[src/rtl/pwm_capture.sv]
// PWM receiver: measures period and high time between rising edges, flags a stuck input after TIMEOUT cycles.
// Optional duty quantizer is built only when PWM_CAP_DUTY_CLASS_EN is defined; otherwise duty_mode is tied to 0.
module pwm_capture #(
    parameter int          CNT_W   = 16,
    parameter int unsigned TIMEOUT = 16'hFFFF
) (
    input  logic             clk,
    input  logic             rst,
    input  logic             pwm_in,
    output logic [CNT_W-1:0] period,
    output logic [CNT_W-1:0] high_time,
    output logic             valid,
    output logic             level_stuck,
    output logic [3:0]       duty_mode
);

    localparam logic [CNT_W-1:0] TO  = CNT_W'(TIMEOUT);
    localparam logic [CNT_W-1:0] ONE = CNT_W'(1);

    typedef enum logic [1:0] {SEEK, HIGH, LOW, STUCK} state_t;

    state_t           state, state_nxt;
    logic             sync1, s, s_d;
    logic [1:0]       arm_cnt;
    logic             armed, rise, fall;
    logic [CNT_W-1:0] cnt, hi_latch;
    logic             meas_upd, stuck_upd, stuck_clr;

    always_ff @(posedge clk or posedge rst) begin
        if (rst) begin
            sync1   <= 1'b0;
            s       <= 1'b0;
            s_d     <= 1'b0;
            arm_cnt <= 2'd0;
        end else begin
            sync1 <= pwm_in;
            s     <= sync1;
            s_d   <= s;
            if (arm_cnt != 2'd3)
                arm_cnt <= arm_cnt + 2'd1;
        end
    end

    // Arming hides the spurious edge a held-high input would show while the synchronizer fills.
    assign armed = (arm_cnt == 2'd3);
    assign rise  = armed & s & ~s_d;
    assign fall  = armed & ~s & s_d;

    always_ff @(posedge clk or posedge rst) begin
        if (rst) begin
            cnt      <= '0;
            hi_latch <= '0;
        end else begin
            if (rise)
                cnt <= ONE;
            else if (cnt != TO)
                cnt <= cnt + ONE;
            if (fall)
                hi_latch <= cnt;
        end
    end

    always_ff @(posedge clk or posedge rst) begin
        if (rst)
            state <= SEEK;
        else
            state <= state_nxt;
    end

    // A rise always beats the timeout; in HIGH the timeout beats a coincident fall so stuck timing stays exact.
    always_comb begin
        state_nxt = state;
        meas_upd  = 1'b0;
        stuck_upd = 1'b0;
        stuck_clr = 1'b0;
        case (state)
            SEEK: begin
                if (rise) begin
                    state_nxt = HIGH;
                end else if (cnt == TO) begin
                    state_nxt = STUCK;
                    stuck_upd = 1'b1;
                end
            end
            HIGH: begin
                if (cnt == TO) begin
                    state_nxt = STUCK;
                    stuck_upd = 1'b1;
                end else if (fall) begin
                    state_nxt = LOW;
                end
            end
            LOW: begin
                if (rise) begin
                    state_nxt = HIGH;
                    meas_upd  = 1'b1;
                end else if (cnt == TO) begin
                    state_nxt = STUCK;
                    stuck_upd = 1'b1;
                end
            end
            STUCK: begin
                if (rise) begin
                    state_nxt = HIGH;
                    stuck_clr = 1'b1;
                end
            end
            default: state_nxt = SEEK;
        endcase
    end

    always_ff @(posedge clk or posedge rst) begin
        if (rst) begin
            period      <= '0;
            high_time   <= '0;
            valid       <= 1'b0;
            level_stuck <= 1'b0;
        end else begin
            valid <= meas_upd | stuck_upd;
            if (meas_upd) begin
                period    <= cnt;
                high_time <= hi_latch;
            end else if (stuck_upd) begin
                period    <= '0;
                high_time <= '0;
            end
            if (stuck_upd)
                level_stuck <= 1'b1;
            else if (stuck_clr)
                level_stuck <= 1'b0;
        end
    end

`ifdef PWM_CAP_DUTY_CLASS_EN
    // Thresholds at 1P,3P,5P,7P against 8*high round to the nearest quarter.
    logic [CNT_W+2:0] h8, p1, p3, p5, p7;
    logic [3:0]       duty_q;

    assign h8 = {hi_latch, 3'b000};
    assign p1 = {3'b000, cnt};
    assign p3 = p1 + (p1 << 1);
    assign p5 = p1 + (p1 << 2);
    assign p7 = (p1 << 3) - p1;

    always_comb begin
        duty_q = 4'd4;
        if (h8 < p1)
            duty_q = 4'd0;
        else if (h8 < p3)
            duty_q = 4'd1;
        else if (h8 < p5)
            duty_q = 4'd2;
        else if (h8 < p7)
            duty_q = 4'd3;
    end

    always_ff @(posedge clk or posedge rst) begin
        if (rst)
            duty_mode <= 4'd0;
        else if (meas_upd)
            duty_mode <= duty_q;
        else if (stuck_upd)
            duty_mode <= s ? 4'd4 : 4'd0;
    end
`else
    assign duty_mode = 4'd0;
`endif

endmodule

[config.mk]
export PLATFORM = sky130hd
export DESIGN_NAME = pwm_capture
export DESIGN_NICKNAME = d
export VERILOG_FILES = /design/src/rtl/pwm_capture.sv
export SDC_FILE = /design/constraint.sdc
export NUM_CORES = 1
export LEC_CHECK = 0
export BUFFER_PORTS_ARGS = -buffer_cell sky130_fd_sc_hd__buf_2
export CAP_MARGIN = 20
export CORE_MARGIN = 3
export CORE_UTILIZATION = 51
export DETAILED_ROUTE_END_ITERATION = 10
export GPL_TIMING_DRIVEN = 0
export HOLD_SLACK_MARGIN = 0.03
export PLACE_DENSITY = 0.75
export SKIP_LAST_GASP = 1
export SLEW_MARGIN = 10
export SYNTH_ARGS = -nofsm -noshare
export SYNTH_HDL_FRONTEND = slang
export SYNTH_SLANG_ARGS = --single-unit
[constraint.sdc]
create_clock -name clk -period 2.4 [get_ports clk]
set_clock_uncertainty 0.2 [all_clocks]
set_input_delay 0.24 -clock clk [delete_from_list [all_inputs] [get_ports clk]]
set_output_delay 0.24 -clock clk [all_outputs]
set_load 0.05 [all_outputs]
* Word-level counts from Yosys, hierarchy flattened
Index checks and enable logic that the tools add are counted.
Storage, ports and cells: output and inout bits 38, bits of input ports 3, flip-flop bits (word level) 73, word-level logic and storage cells 55
Operators by class: reductions and logical operators 6, eq/ne operators 10, add/sub/neg operators 2, mux-type cells 19, bitwise gates (word level) 7
Operators by type and width (number):
- 16-bit two-way mux | 5
- 16-bit by 1-bit adder with 16-bit output, second input constant | 1
- 16-bit equality test, second input constant | 1
- 16-bit != test, second input constant | 1
- 2-bit two-way mux | 5
- 1-bit two-way mux | 7
- 2-bit equality test, second input constant | 3
- 2-bit one-hot mux with 3 select lines | 1
- 2-bit nonzero test | 3
- 1-bit AND | 4
- 2-bit != test, second input constant | 2
- 3-bit by 1-bit != test with 1-bit output, second input constant | 1
- 3-bit != test, second input constant | 1
- 3-bit AND reduction | 1
- 2-bit by 1-bit adder with 2-bit output, second input constant | 1
- 2-bit by 1-bit equality test with 1-bit output, second input constant | 1
- 2-bit zero test | 1
- 1-bit inverter | 2
- 1-bit one-hot mux with 2 select lines | 1
- 2-bit OR reduction | 1
- 1-bit bitwise OR | 1

* Logic depth before layout (Yosys ltp)
Gate-level depths: netlist of run 1.
word-level depth 7, gate-level depth with buffers 6

* Worst setup path before layout of run 1
Ideal clock, no wire load.
kind reg2reg, from reg arm_cnt[0], to reg hi_latch[10], data required time 2.075 ns, setup time 0.125 ns, path buffers 1, stages on the path, launching flop included 5, setup slack 0.459 ns, arrival time 1.616 ns, period minus slack after synthesis 1.941 ns, cell sequence dfrtp_1 -> ha_1 -> nand3b_1 -> clkbuf_1 -> mux2_2
Between the ends: longest elaborated chain between the ends 3
RTL lines:
- start, declared | RTL line 24 | logic [1:0] arm_cnt;
- start signal, assigned | RTL line 40 | arm_cnt <= arm_cnt + 2'd1;
- 2-bit equality test | RTL line 45 | assign armed = (arm_cnt == 2'd3);
- 1-bit AND (2 in a row) | RTL line 47 | assign fall = armed & ~s & s_d;
- end signal, assigned | RTL line 59 | hi_latch <= cnt;
- end, declared | RTL line 26 | logic [CNT_W-1:0] cnt, hi_latch;
Every way passes these cells. A chain may end at the register's enable or synchronous reset.

* Worst setup path in the final report of run 1
from reg arm_cnt[0], to reg period[0]
Between the ends: longest elaborated chain between the ends 6, elaborated cells between the ends (all ways) 9, classes of those cells eq/ne (1); mux (5); bitwise (2); reduce/logical (1)
RTL lines:
- 2-bit equality test (*) | RTL line 45
- 1-bit AND (*) (2 in a row) | RTL line 46 | assign rise = armed & s & ~s_d;
- 1-bit two-way mux | RTL line 94 | if (rise) begin
- 1-bit one-hot mux with 2 select lines or 1-bit two-way mux (tied branches) | RTL line 76 | case (state)
- 2-bit nonzero test (no line) or 16-bit two-way mux (tied branches)
- end signal, assigned | RTL line 121 | period <= cnt;
- end, declared | RTL line 10 | output logic [CNT_W-1:0] period,
Every way passes the cells marked *; elsewhere a longest branch is shown, timed or not.

==> results by group, run 1 <==
Run status
  • Status: finished, final reports clean

STA
  • Final critical-path required period: 2222 ps
  • Total negative setup slack: 0 ps
  • Final Slew Violations: 0
  • Setup ws final: 178.1 ps
  • Final Cycle Share: 92.58%
  • Final hold vios: 0
  • Final setup viols: 0
  • RSZ-0062 raised after global routing: no
  • F_max: 450.1 MHz

Clocking
  • CTS Buf Count: 9
  • Clk sink count: 73
  • Setup Buffers After CTS: 0
  • TritonCTS clock tree: yes
  • Clk buf depth: 2
  • Worst-path clk slew: 70 ps
  • CTS H-tree depth: 3
  • CTS root buf: clkbuf_8
  • Worst-skew pair later-pin latency: 340 ps

Power and ir drop
  • Clk pwr share: 30.8%
  • Gate power share: 20.4%
  • Total power: 3.086 mW
  • Sw Share: 33.28%
  • P per Cell Area: 832.2 nW/um2
  • Leakage: 1.783 nW
  • Max rail drop VDD: 0.0005723 V
  • Power Internal: 2.059 mW
  • P_sw: 1.027 mW
  • Reg power frac: 48.7%

Layout
  • Fin cells: 441
  • Area Overhead vs Synth: 17.20%
  • # diodes: 0
  • Number of fill cells: 496
  • Reg area: 1827 um2
  • Layout cell share with drive strength beyond 1: 24.04%
  • Area of the multi-input gates: 1219 um2
  • Final nets: 366

Global route
  • Vias in the first global route: 2367
  • Largest net degree at the start of global routing: 50
  • GRT Overall Usage: 19.83%
  • First-pass GRT wire length: 11450 um
  • Antenna violations before repair: 0
  • GR Layer Usage met1: 27.65%
  • Total grt overflow: 0
  • Met2 Usage GRT: 31.32%
  • Met3 Resource Use GR: 3.729%
  • Layer with the highest usage: met2

Floorplan
  • Die area: 7186 um2
  • Total core area: 5956 um2
  • I/O pin total: 41
  • Die Wd: 84.77 um
  • Initial Utilization: 53.13%
  • Die Y: 84.77 um
  • Core Rows: 28

Logic synthesis
  • Register bit total from synthesis: 73
  • Post-synthesis sequential area ratio: 57.73%
  • Synth Instances: 308
  • Post-synth cell types: 38
  • Synthesized area: 3164 um2
  • Mean post-synth cell area: 10.27 um2
  • Warnings from Yosys: 0

Routing
  • First drt pass iteration count: 4
  • Via count: 2380
  • Post-route ant nets: 0
  • Initial drt markers: 162
  • WL final: 6648 um
  • Routed WL per cell: 15.07 um
  • DRC Markers: 0
  • Via density: 5.397

Critical path
  • Reg-to-Reg End: period[0]
  • CP arrival: 2240 ps
  • CP required: 2420 ps
  • CP Launch Point: arm_cnt[0]
  • Critical R2R Launch: arm_cnt[0]
  • Crit path launch type: flop
  • R2R setup slack: 180 ps
  • Worst reg2reg path depth: 6
  • Setup Crit Path Kind: flop to flop
  • CP max FO: 10
  • Crit. End Element: flop

Worst hold path
  • End point of the worst hold path: s
  • Hold wc startpoint: sync1
  • Hold WC Path Type: flop to flop
  • Hold depth: 0

Placement
  • IO Port Bufs: 36
  • Placement Setup Slack: 32.12 ps
  • Placed cells: 423
  • DP HPWL: 4578 um
  • Routability cong.: 0.8364

Flow run
  • Max Cap Viol: 0
==> critical path, stage by stage, from the launching register on <==
cell and delay (ps):
dfrtp_1 400, ha_1 270, nand3b_1 270, o21ai_0 200, nor3_2 330, clkbuf_2 290
o21ai_0 130
==> cell families after synthesis <==
group,count (synthesis),share of synthesized area [%]
AO/OA/AOI/OAI,67,11.82
XOR/XNOR,1,0.2768
flip-flops,73,57.73
other,1,0.1185
AND/OR/NAND/NOR,115,17.36
buffers and inverters,27,4.270
multiplexers,22,7.631
adder cells (fa/ha/maj),2,0.7907
==> synthesized netlist by cell type <==
cell        n  area share (%)
nand2_1    76             9.0
dfrtp_1    73              58
o21ai_0    35             5.5
mux2_2     17             6.0
clkbuf_1   15             1.8
a21oi_1    13             2.1
nand2b_1    7             1.4
nand3_1     7             1.1
o31ai_1     6             1.4
mux2i_1     5             1.6
or4_1       5             1.2
and3_1      4            0.79
buf_4       4            0.95
o21ai_1     4            0.63
and4_1      3            0.83
inv_1       3            0.36
nand3b_1    3            0.71
o2111ai_1   3            0.83
buf_2       2            0.32
buf_6       2            0.71
ha_1        2            0.79
nand4_1     2            0.40
or3_1       2            0.40
a211oi_1    1            0.24
a21boi_0    1            0.24
a22oi_1     1            0.24
a31oi_1     1            0.20
and2_1      1            0.20
and3b_1     1            0.28
and4_4      1            0.36
clkbuf_2    1            0.16
conb_1      1            0.12
nor3_1      1            0.16
nor3_2      1            0.32
nor3b_1     1            0.24
o211ai_1    1            0.24
o22ai_1     1            0.20
xnor2_1     1            0.28
==> per-stage QoR <==
stage | util [%] | hold WS (ps) | instance area (um2)
6_report | 62.27 | 154.9 | 3709
2_1_floorplan | - | 71.43 | 3176
3_3_place_gp | 57.92 | 138.6 | 3450
3_5_place_dp | 58.42 | 33.36 | 3480
5_1_grt | 62.27 | 176.4 | 3709
4_1_cts | 62.14 | 160.3 | 3701
==> power by group through the flow <==
stage	sequential (mW)	combinational (mW)	clock, mW
finish	1.50	0.631	0.951
global route	1.53	0.681	1.01
CTS	1.50	0.636	0.956
detailed placement	1.53	0.631	0
global placement	1.52	0.615	0
floorplan	1.73	0.255	0
==> how the worst max path moves through the flow <==
stage                    endpoint  slack (ps)  cells after the start
finish                  period[0]         180                      6
global route         high_time[9]          20                      6
CTS                 high_time[11]          30                      6
detailed placement      period[9]          30                      6
global placement          cnt[11]        -670                      2
floorplan              arm_cnt[0]         110                      1
==> what timing repair did <==
| action | CTS | global route |
|---|---|---|
| hold endpoints to repair | 74 | 0 |
| hold buffers | 2 | 0 |
| setup endpoints to repair | 4 | 36 |
| gates resized for setup | 1 | 12 |
==> layout make-up <==
type	count	share of cell area, %
flip-flops and latches	73	49.26
multi-input cells	211	32.86
repair buffers	39	6.140
clock buffers	11	3.812
plain buffers	24	3.543
well taps	75	2.530
clock inverters	5	1.484
inverters	3	0.3711
==> layer usage <==
| layer | up-vias | share of wire (%) |
|---|---|---|
| met3 | 9 | 5.9 |
| met1 | 1129 | 44 |
| met5 | - | 0 |
| met2 | 70 | 48 |
| li1 | 1172 | - |
| met4 | 0 | 1.6 |
==> flip-flops by register name, summed over array words and instances, names as in the netlist <==
signal       flops
hi_latch        16
state            2
valid            1
s                1
high_time       16
sync1            1
s_d              1
arm_cnt          2
level_stuck      1
cnt             16
period          16
==> cells in the final DEF, fill, tap and decap left out, types with 4 or more instances in the layout <==
cell      synthesis  routed
a21oi_1          13      13
and3_1            4       4
buf_2             2      38
buf_4             4       4
clkbuf_1         15      10
clkbuf_2          1       7
clkbuf_8          0      10
conb_1            1       4
dfrtp_1          73      73
mux2_2           17      17
mux2i_1           5       5
nand2_1          76      76
nand2b_1          7       7
nand3_1           7       7
o21ai_0          35      35
o21ai_1           4       4
o31ai_1           6       6
or4_1             5       5
Note: power is estimated with default switching activity, not from simulation.
==> inputs of run 2 (changes only) <==
--- a/config.mk
+++ b/config.mk
@@ -5,14 +5,15 @@
 export SDC_FILE = /design/constraint.sdc
 export NUM_CORES = 1
 export LEC_CHECK = 0
+export ABC_AREA = 1
 export BUFFER_PORTS_ARGS = -buffer_cell sky130_fd_sc_hd__buf_2
 export CAP_MARGIN = 20
 export CORE_MARGIN = 3
-export CORE_UTILIZATION = 51
+export CORE_UTILIZATION = 60
 export DETAILED_ROUTE_END_ITERATION = 10
 export GPL_TIMING_DRIVEN = 0
 export HOLD_SLACK_MARGIN = 0.03
-export PLACE_DENSITY = 0.75
+export PLACE_DENSITY = 0.82
 export SKIP_LAST_GASP = 1
 export SLEW_MARGIN = 10
 export SYNTH_ARGS = -nofsm -noshare
==> constraint.sdc (replaced) <==
create_clock -name clk -period 2.79 [get_ports clk]
set_clock_uncertainty 0.2 [all_clocks]
set_input_delay 0.279 -clock clk [delete_from_list [all_inputs] [get_ports clk]]
set_output_delay 0.279 -clock clk [all_outputs]
set_load 0.05 [all_outputs]
==> run 2 against run 1 <==
Compared with the run above: clock power shrank 22%; critical endpoint is now hi_latch[1]; utilization rose by 11 points; area after synthesis up 7.2%; power fell by 13%.
==> results by group, run 2 <==
Clocking
  • CTS Buf Count: 9
  • Worst-skew pair later-pin latency: 350 ps
  • CTS H-tree depth: 3
  • Clk sink count: 73
  • TritonCTS clock tree: yes
  • CTS root buf: clkbuf_8
  • Worst-path clk slew: 70 ps
  • Clk buf depth: 2

Logic synthesis
  • Adder-cell share of the synthesized area: 0.7375%
  • Post-synth top flop: dfrtp_1
  • Simple-Gate Fraction of Synth Area: 29.50%
  • Xor/xnor share of the synthesized area: 1.032%
  • Warnings from Yosys: 0
  • Register bit total from synthesis: 73
  • Top cell type's share of synthesized area: 53.83%
  • Count leader, synth: nand2_1
  • Post-synthesis mux area share: 1.991%
  • Post-synthesis sequential area ratio: 53.83%
  • Largest cells by area after synthesis: dfrtp_1 (54%), nand2_1 (13%), nand3_2 (8.6%)
  • EDFF count, synth: 0
  • Synth Instances: 356
  • Share of synthesized registers carrying an async set or reset: 100.0%
  • Top cell type by total area after synthesis: dfrtp_1
  • Largest family of logic cells by synthesized area: simple AND/OR/NAND/NOR gates
  • Post-synth cell types: 31
  • Synth Area in Compound Gates: 5.052%
  • Top cells by count, synth: nand2_1 (113), dfrtp_1 (73), nand3_2 (29), inv_1 (22), nand3_1 (22)
  • Mean post-synth cell area: 9.532 um2
  • Synthesized area: 3393 um2

Global route
  • GRT Overall Usage: 23.75%
  • Total grt overflow: 0
  • First-pass GRT wire length: 11590 um
  • Vias in the first global route: 2476
  • Antenna violations before repair: 0
  • Largest net degree at the start of global routing: 39

Critical path
  • CP arrival: 2050 ps
  • Worst reg2reg path depth: 5
  • Crit. End Element: flop
  • R2R setup slack: 800 ps
  • Setup Crit Path Kind: flop to flop
  • Critical R2R Launch: arm_cnt[0]
  • Reg-to-Reg End: hi_latch[1]
  • CP max FO: 10
  • Crit path launch type: flop
  • CP required: 2850 ps
  • CP Launch Point: arm_cnt[0]
  • Worst setup path end: hi_latch[1]

Routing
  • Via count: 2609
  • M1 WL: 3098 um
  • Via density: 5.390
  • DR WL met3: 310 um
  • DRC Markers: 0
  • First drt pass iteration count: 5
  • Met2 routed WL: 3289 um
  • Post-route ant nets: 0
  • WL final: 6847 um
  • Top Metal Used: met4
  • Routed WL per cell: 14.15 um
  • Initial drt markers: 157

Power and ir drop
  • Total power: 2.677 mW
  • Clk pwr share: 27.6%
  • Sw Share: 35.22%
  • Power Internal: 1.734 mW
  • Leakage: 2.088 nW
  • P_sw: 943.0 uW
  • Reg power frac: 48.0%
  • Max rail drop VDD: 0.0005092 V
  • Gate power share: 24.4%
  • P per Cell Area: 688.2 nW/um2

Placement
  • Routability cong.: 0.9025
  • Placed cell area: 3695 um2
  • DP HPWL: 5024 um
  • Placed cells: 466
  • IO Port Bufs: 36

Floorplan
  • Die Wd: 81.20 um
  • Core Rows: 26
  • Total core area: 5303 um2
  • Initial Utilization: 63.99%
  • Die area: 6593 um2
  • I/O pin total: 41
  • Die Y: 81.20 um

Layout
  • Layout cell share with drive strength beyond 1: 27.78%
  • Final nets: 414
  • Fin cells: 484
  • # diodes: 0
  • Final Cell Area: 3890 um2
  • Most common cell after layout, fill and taps aside: nand2_1
  • Final core utilization: 73.36%
  • Most frequent cells in the layout: nand2_1 (113), dfrtp_1 (73), buf_2 (37), nand3_2 (29), nand3_1 (22)
  • Area Overhead vs Synth: 14.64%

STA
  • Final critical-path required period: 1995 ps
  • Final Slew Violations: 0
  • Total negative setup slack: 0 ps
  • Least-Margin Pin Slew: 514.9 ps
  • RSZ-0062 raised after global routing: no
  • Final Cycle Share: 71.49%
  • Max_slew headroom: 65.41%
  • Final setup viols: 0
  • F_max: 501.3 MHz
  • Final hold vios: 0

Worst hold path
  • Hold depth: 0
  • Hold WC Path Type: flop to flop

Run status
  • Status: finished, final reports clean

Flow run
  • Max Cap Viol: 0
run 2: area by class of cell:
class                      count  area (um2)
clock inverter                 2       12.51
tap                           70       87.58
inverter                      28       113.9
buffer                        17       151.4
clock buffer                  14       162.7
sequential                    73        1827
multi-input combinational    241        1315
timing repair buffer          39       220.2
fill                         390        1413
run 2: cells by family (layout without fill, tap and decap cells):
family          after synthesis  after routing
other cells                   1              4
xor+xnor                      4              4
fa+ha+maj                     2              2
compound gates               32             32
buf+inv                      45            100
flops                        73             73
simple gates                193            193
mux                           6              6
run 2: worst min-delay path by stage:
| stage | start | end | slack (ps) |
|---|---|---|---|
| floorplan | pwm_in | sync1 | 110 |
| global placement | sync1 | s | 140 |
| detailed placement | rst | valid | 130 |
| CTS | sync1 | s | 160 |
| global route | sync1 | s | 170 |
| finish | sync1 | s | 150 |
run 2: repair_timing:
| item | 4_1_cts | 5_1_grt |
|---|---|---|
| setup buffers | 0 | 0 |
| setup endpoints to repair | 0 | 0 |
| hold buffers | 2 | 0 |
| endpoints found under the hold margin | 36 | 0 |
| gates resized for setup | 0 | 0 |
run 2: power groups by stage:
stage | clock network (mW) | logic, mW | registers [mW]
global placement | 0 | 0.629 | 1.29
global route | 0.799 | 0.711 | 1.30
floorplan | 0 | 0.308 | 1.49
CTS | 0.754 | 0.657 | 1.28
finish | 0.739 | 0.653 | 1.29
detailed placement | 0 | 0.651 | 1.30
run 2: critical path: stages (launching register included):
cell and delay (ps):
dfrtp_1 400, ha_1 270, nand3_1 400, clkbuf_1 410
nand2_1 120, o21ai_0 110
run 2: per-layer routing:
metal | GRT usage (%) | up-vias
met2 | 37.93 | 80
li1 | - | 1252
met4 | 10.30 | 0
met3 | 5.987 | 18
met5 | 0 | -
met1 | 30.79 | 1259
run 2: per-stage QoR:
| stage | worst slack [ps] | hold slack, ps |
|---|---|---|
| 2_1_floorplan | 457.7 | 110.4 |
| 3_3_place_gp | -309.1 | 135.5 |
| 3_5_place_dp | 812.5 | 129.6 |
| 4_1_cts | 791.5 | 155.8 |
| 5_1_grt | 679.3 | 170.3 |
| 6_report | 795.3 | 152.7 |
